--- src/rtl/mem_port_arbiter.sv ---
// Arbitrates one single-port, variable-latency memory between the IF and MEM pipeline stages.
// Optional IF starvation guard enabled by defining MEM_ARB_FAIR_EN.
module mem_port_arbiter #(
    parameter int ADDR_WIDTH   = 32,
    parameter int DATA_WIDTH   = 32,
    parameter int STARVE_LIMIT = 4
) (
    input  logic                    clk,
    input  logic                    rst,
    input  logic                    IF_Req,
    input  logic [ADDR_WIDTH-1:0]   IF_Addr,
    output logic [DATA_WIDTH-1:0]   IF_Instr,
    output logic                    IF_Valid,
    output logic                    IF_Stall,
    input  logic                    MEM_Req,
    input  logic                    MEM_Write,
    input  logic [ADDR_WIDTH-1:0]   MEM_Addr,
    input  logic [DATA_WIDTH-1:0]   MEM_WData,
    input  logic [DATA_WIDTH/8-1:0] MEM_WStrb,
    output logic [DATA_WIDTH-1:0]   MEM_RData,
    output logic                    MEM_Valid,
    output logic                    MEM_Stall,
    output logic                    Mem_En,
    output logic [DATA_WIDTH/8-1:0] Mem_WE,
    output logic [ADDR_WIDTH-1:0]   Mem_Addr,
    output logic [DATA_WIDTH-1:0]   Mem_WData,
    input  logic [DATA_WIDTH-1:0]   Mem_RData,
    input  logic                    Mem_Ready
);

    typedef enum logic [1:0] {
        IDLE     = 2'd0,
        BUSY_IF  = 2'd1,
        BUSY_MEM = 2'd2,
        RESP     = 2'd3
    } state_t;

    state_t state_r;
    state_t state_nxt_s;
    logic   grant_if_s;
    logic   grant_mem_s;
    logic   done_s;
    logic   force_if_s;
    logic   wr_r;

`ifdef MEM_ARB_FAIR_EN
    localparam int CNT_W = ($clog2(STARVE_LIMIT + 1) > 3) ? $clog2(STARVE_LIMIT + 1) : 3;
    localparam logic [CNT_W-1:0] LIMIT_C = CNT_W'(STARVE_LIMIT);
    logic [CNT_W-1:0] starve_cnt_r;

    assign force_if_s = IF_Req && (starve_cnt_r == LIMIT_C);

    // Counts MEM grants made while IF is waiting; any IF grant or idle IF clears it.
    always_ff @(posedge clk) begin
        if (rst) begin
            starve_cnt_r <= '0;
        end else if (grant_if_s || ((state_r == IDLE) && !IF_Req)) begin
            starve_cnt_r <= '0;
        end else if (grant_mem_s && IF_Req) begin
            starve_cnt_r <= starve_cnt_r + {{(CNT_W-1){1'b0}}, 1'b1};
        end else begin
            starve_cnt_r <= starve_cnt_r;
        end
    end
`else
    assign force_if_s = 1'b0;
`endif

    // Stalls are combinational so they line up with the load-use stall in the hazard unit.
    assign IF_Stall  = IF_Req && !IF_Valid;
    assign MEM_Stall = MEM_Req && !MEM_Valid;

    // Next-state and grant decode.
    always_comb begin
        state_nxt_s = state_r;
        grant_if_s  = 1'b0;
        grant_mem_s = 1'b0;
        done_s      = 1'b0;
        case (state_r)
            IDLE: begin
                if (MEM_Req && !force_if_s) begin
                    grant_mem_s = 1'b1;
                    state_nxt_s = BUSY_MEM;
                end else if (IF_Req) begin
                    grant_if_s  = 1'b1;
                    state_nxt_s = BUSY_IF;
                end else begin
                    state_nxt_s = IDLE;
                end
            end
            BUSY_IF, BUSY_MEM: begin
                if (Mem_Ready) begin
                    done_s      = 1'b1;
                    state_nxt_s = RESP;
                end else begin
                    state_nxt_s = state_r;
                end
            end
            RESP:    state_nxt_s = IDLE;
            default: state_nxt_s = IDLE;
        endcase
    end

    // State register plus latched memory request and registered responses.
    always_ff @(posedge clk) begin
        if (rst) begin
            state_r   <= IDLE;
            Mem_En    <= 1'b0;
            Mem_WE    <= '0;
            Mem_Addr  <= '0;
            Mem_WData <= '0;
            IF_Instr  <= '0;
            MEM_RData <= '0;
            IF_Valid  <= 1'b0;
            MEM_Valid <= 1'b0;
            wr_r      <= 1'b0;
        end else begin
            state_r   <= state_nxt_s;
            IF_Valid  <= 1'b0;
            MEM_Valid <= 1'b0;
            if (grant_mem_s) begin
                Mem_En    <= 1'b1;
                Mem_Addr  <= MEM_Addr;
                Mem_WData <= MEM_WData;
                Mem_WE    <= MEM_Write ? MEM_WStrb : '0;
                wr_r      <= MEM_Write;
            end else if (grant_if_s) begin
                Mem_En   <= 1'b1;
                Mem_Addr <= IF_Addr;
                Mem_WE   <= '0;
                wr_r     <= 1'b0;
            end else if (done_s) begin
                Mem_En <= 1'b0;
                Mem_WE <= '0;
                if (state_r == BUSY_IF) begin
                    IF_Valid <= 1'b1;
                    IF_Instr <= Mem_RData;
                end else begin
                    MEM_Valid <= 1'b1;
                    // Stores leave the last load data untouched.
                    if (!wr_r) begin
                        MEM_RData <= Mem_RData;
                    end else begin
                        MEM_RData <= MEM_RData;
                    end
                end
            end else begin
                Mem_En <= Mem_En;
            end
        end
    end

endmodule

--- config.mk ---
export PLATFORM = sky130hd
export DESIGN_NAME = mem_port_arbiter
export DESIGN_NICKNAME = d
export VERILOG_FILES = /design/src/rtl/mem_port_arbiter.sv
export SDC_FILE = /design/constraint.sdc
export NUM_CORES = 1
export LEC_CHECK = 0
export BUFFER_PORTS_ARGS = -buffer_cell sky130_fd_sc_hd__clkbuf_2
export CAP_MARGIN = 10
export CORE_UTILIZATION = 45
export DETAILED_ROUTE_END_ITERATION = 10
export PLACE_DENSITY = 0.88
export SLEW_MARGIN = 20
export SYNTH_ARGS = -nofsm -noshare
export SYNTH_HDL_FRONTEND = slang
export SYNTH_SLANG_ARGS = --single-unit
--- constraint.sdc ---
create_clock -name clk -period 2.95 [get_ports clk]
set_input_delay 0.1475 -clock clk [delete_from_list [all_inputs] [get_ports clk]]
set_output_delay 0.1475 -clock clk [all_outputs]
set_load 0.01 [all_outputs]
==> flow_summary.json <==
{
  "swShare_pct": 34.7,
  "tns_ns": 0,
  "setup_violations": 0,
  "final_area_sq_mm": 0.00836,
  "synth_compound_area_share_pct": 11.5,
  "leakagePower_nw": 3.99,
  "cap_violations": 0,
  "grt_pass1_vias": 5621,
  "period_needed_ns": 2.16,
  "cp-end-kind": "flip-flop",
  "cp.arrival_ns": 2.44,
  "p_comb_share_pct": 33.2,
  "grt_overflow": 0,
  "cts_root_buf": "clkbuf_16",
  "clkPwrFrac_pct": 31.3,
  "via_per_inst": 5.15,
  "internal-power_mw": 4.54,
  "fp.dieArea_sq_mm": 0.0127,
  "row_count": 40,
  "fin_cells": 1102,
  "cts_buffer_depth": 2,
  "place_area_sq_mm": 0.00698,
  "clk_pin_slew_ns": 0.06,
  "cts_resized": 0,
  "tightest_slew_ns": 1.04,
  "coreArea_sq_mm": 0.0120,
  "skew_ns": 0.00698,
  "cts_sinks": 138,
  "drc": 0,
  "avgSynthCellArea_sq_um": 9.05,
  "synthAdderAreaFrac_pct": 0.454,
  "antenna_found_initial": 1,
  "insertion_delay_ns": 0.42,
  "synth_cell_type_count": 27,
  "slew_headroom_pct": 30.6,
  "tritoncts": "done",
  "fmax_mhz": 462,
  "synth_top_family_by_area": "simple AND/OR/NAND/NOR gates",
  "muxShareOfSynthArea_pct": 11.6,
  "finalMaxSlewViolations": 0,
  "num_vias": 5679,
  "grt_pass1_wl_microns": 27800,
  "syn_inst": 609,
  "peakVddDrop_uv": 483,
  "seqPwrFrac_pct": 35.4,
  "dp_cells": 994,
  "path_class": "flip-flop to flip-flop",
  "rr_endpoint": "MEM_RData[26]",
  "cts_setup_buffers": 0,
  "fin_crit_sh_pct": 73.3,
  "cp-endpoint": "MEM_RData[26]",
  "initial_core_util_pct": 46.1,
  "die_w_microns": 113,
  "ys_warn_count": 0,
  "synth.cell_area_sq_mm": 0.00551,
  "p_switching_mw": 2.42,
  "io_pins": 275,
  "r2r_slack_ns": 0.79,
  "hold_viol_final": 0,
  "areaGrowthSynthToFinish_pct": 51.6,
  "cp-startpoint": "state_r[0]",
  "gp_congestion": 0.823,
  "syn_nets": 749,
  "drive_gt1_share_pct": 33.5,
  "r2r_cells": 5,
  "dp_hpwl_microns": 10600,
  "numPortBuffers": 274,
  "antenna_left": 0,
  "status": "finished clean",
  "holdCritPathClass": "primary input to flip-flop",
  "synthXorXnorAreaFrac_pct": 0,
  "die_y_microns": 113,
  "worstPathRequired_ns": 3.22,
  "place_ws_ns": 0.773,
  "dr.pass1.iters": 4,
  "numCtsBuffers": 17,
  "layout.nets": 1083,
  "rsz0062_at_grt": "no",
  "finalPower_mw": 6.96,
  "rr_startpoint": "state_r[0]",
  "routed_wirelength_microns": 18000,
  "synth_seq_cells": 138,
  "seq_area_frac_synth_pct": 50.1,
  "critPathMaxFanout": 10,
  "fin_ws_ns": 0.786,
  "track_usage_pct": 28.1,
  "grt_max_degree": 133,
  "htreeDepth": 4,
  "wire_per_inst_microns": 16.4,
  "power_per_cell_area_mw_per_mm2": 833,
  "synth-simple-area-share_pct": 22.3,
  "drt_iter0_markers": 373,
  "start_kind": "flip-flop"
}
[registers in the layout (all words and copies together) (netlist names)]
name	count
MEM_Valid	1
state_r	2
MEM_RData	32
Mem_En	1
Mem_WE	4
wr_r	1
Mem_WData	32
IF_Valid	1
Mem_Addr	32
IF_Instr	32
[timing repair]
action,in CTS,in global routing
endpoints found under the setup margin,0,0
hold buffers,76,1
hold endpoints to repair,79,1
[stage by stage]
stage | utilization (%) | hold slack [ns]
3_3_place_gp | 58.3 | 0.371
3_5_place_dp | 58.3 | 0.376
6_report | 69.9 | 0.0127
2_1_floorplan | - | 0.283
5_1_grt | 69.9 | 0.00886
4_1_cts | 69.8 | 0.00137
[synth_stat cells]
| cell | number | area share (%) |
|---|---|---|
| dfxtp_1 | 138 | 50 |
| nand2_1 | 99 | 6.7 |
| nand2b_1 | 97 | 11 |
| a21oi_1 | 68 | 6.2 |
| mux2i_1 | 64 | 12 |
| nor2_1 | 40 | 2.7 |
| a211oi_1 | 32 | 4.4 |
| clkbuf_1 | 29 | 2.0 |
| buf_2 | 12 | 1.1 |
| a32oi_1 | 4 | 0.64 |
| buf_1 | 3 | 0.20 |
| buf_6 | 3 | 0.61 |
| nor2b_1 | 3 | 0.34 |
| ha_1 | 2 | 0.45 |
| inv_1 | 2 | 0.14 |
| nor4_1 | 2 | 0.23 |
| and2_1 | 1 | 0.11 |
| and3_1 | 1 | 0.11 |
| nand4_1 | 1 | 0.11 |
| nor3_1 | 1 | 0.091 |
| nor3b_1 | 1 | 0.14 |
| nor4_4 | 1 | 0.39 |
| nor4b_1 | 1 | 0.16 |
| o21a_1 | 1 | 0.14 |
| o21ai_0 | 1 | 0.091 |
| o22ai_1 | 1 | 0.11 |
| or4_1 | 1 | 0.14 |
[logic make-up (layout without fill, tap and decap cells)]
group / Yosys count / after routing
DFF: 138 / 138
AOI/OAI and AO/OA: 107 / 107
and+or+nand+nor: 249 / 249
muxes: 64 / 64
other: 0 / 1
buffers and inverters: 49 / 394
adders and majority gates: 2 / 2
[worst max-delay path, cell delays in order (launching register included)]
cell	delay (ns)
dfxtp_1	0.35
inv_1	0.05
ha_1	0.36
nand2_1	0.26
or4_1	0.78
mux2i_1	0.21
[per-layer routing]
layer | GRT usage, % | wire, microns | vias up
li1 | - | - | 2705
met1 | 29.8 | 6910 | 2615
met2 | 49.8 | 8930 | 300
met3 | 9.07 | 1560 | 59
met4 | 14.8 | 638 | 0
met5 | 0 | 0 | -
[layout by cell type (no fill, tap or decap)]
master         netlist  final
clkinv_2             0      1
o22ai_1              1      1
a21oi_1             68     68
buf_4                0     10
nand2_2              0      1
inv_6                0      1
nor4b_1              1      1
o21ai_2              0      1
and2_2               0      1
clkbuf_2             0    273
a211oi_1            32     32
and3_1               1      1
clkinv_4             0      1
ha_1                 2      2
clkbuf_8             0      3
diode_2              0      1
mux2i_1             64     64
clkbuf_16            0     17
nor2_1              40     40
nor2b_1              3      3
nor4_1               2      2
dlygate4sd3_1        0     77
buf_12               0      2
o21a_1               1      1
nor4_4               1      1
or4_1                1      1
nor3_1               1      1
nand4_1              1      1
nand2b_1            97     97
clkinvlp_4           0      4
dfxtp_1            138    138
bufinv_16            0      3
inv_1                2      2
nor3b_2              0      1
nand2_1             99     98
a32oi_1              4      4
[final cells by class]
class	instances	area, sq um
Antenna cell	1	2.50
Clock buffer	20	467
Clock inverter	10	143
Fill cell	826	3600
Inverter	2	7.51
Multi-Input combinational cell	422	2540
Sequential cell	138	2760
Tap cell	147	184
Timing Repair Buffer	362	2250
[power groups by stage]
stage	registers, mW	logic [mW]	clock network [mW]
6_report	2.47	2.31	2.18
5_1_grt	2.50	2.51	2.30
4_1_cts	2.45	2.23	2.21
3_5_place_dp	2.48	2.14	0
3_3_place_gp	2.46	2.12	0
2_1_floorplan	2.63	1.22	0
[worst min path at each step]
stage / start / endpoint / slack [ns] / cells past startpoint
2_1_floorplan: MEM_WData[0] / Mem_WData[0] / 0.28 / 2
3_3_place_gp: MEM_WData[14] / Mem_WData[14] / 0.37 / 3
3_5_place_dp: MEM_WData[25] / Mem_WData[25] / 0.38 / 3
4_1_cts: Mem_RData[21] / MEM_RData[21] / 0.001 / 3
5_1_grt: Mem_RData[24] / IF_Instr[24] / 0.009 / 3
6_report: Mem_RData[2] / IF_Instr[2] / 0.01 / 3
Power figures use the tool's default switching activity.
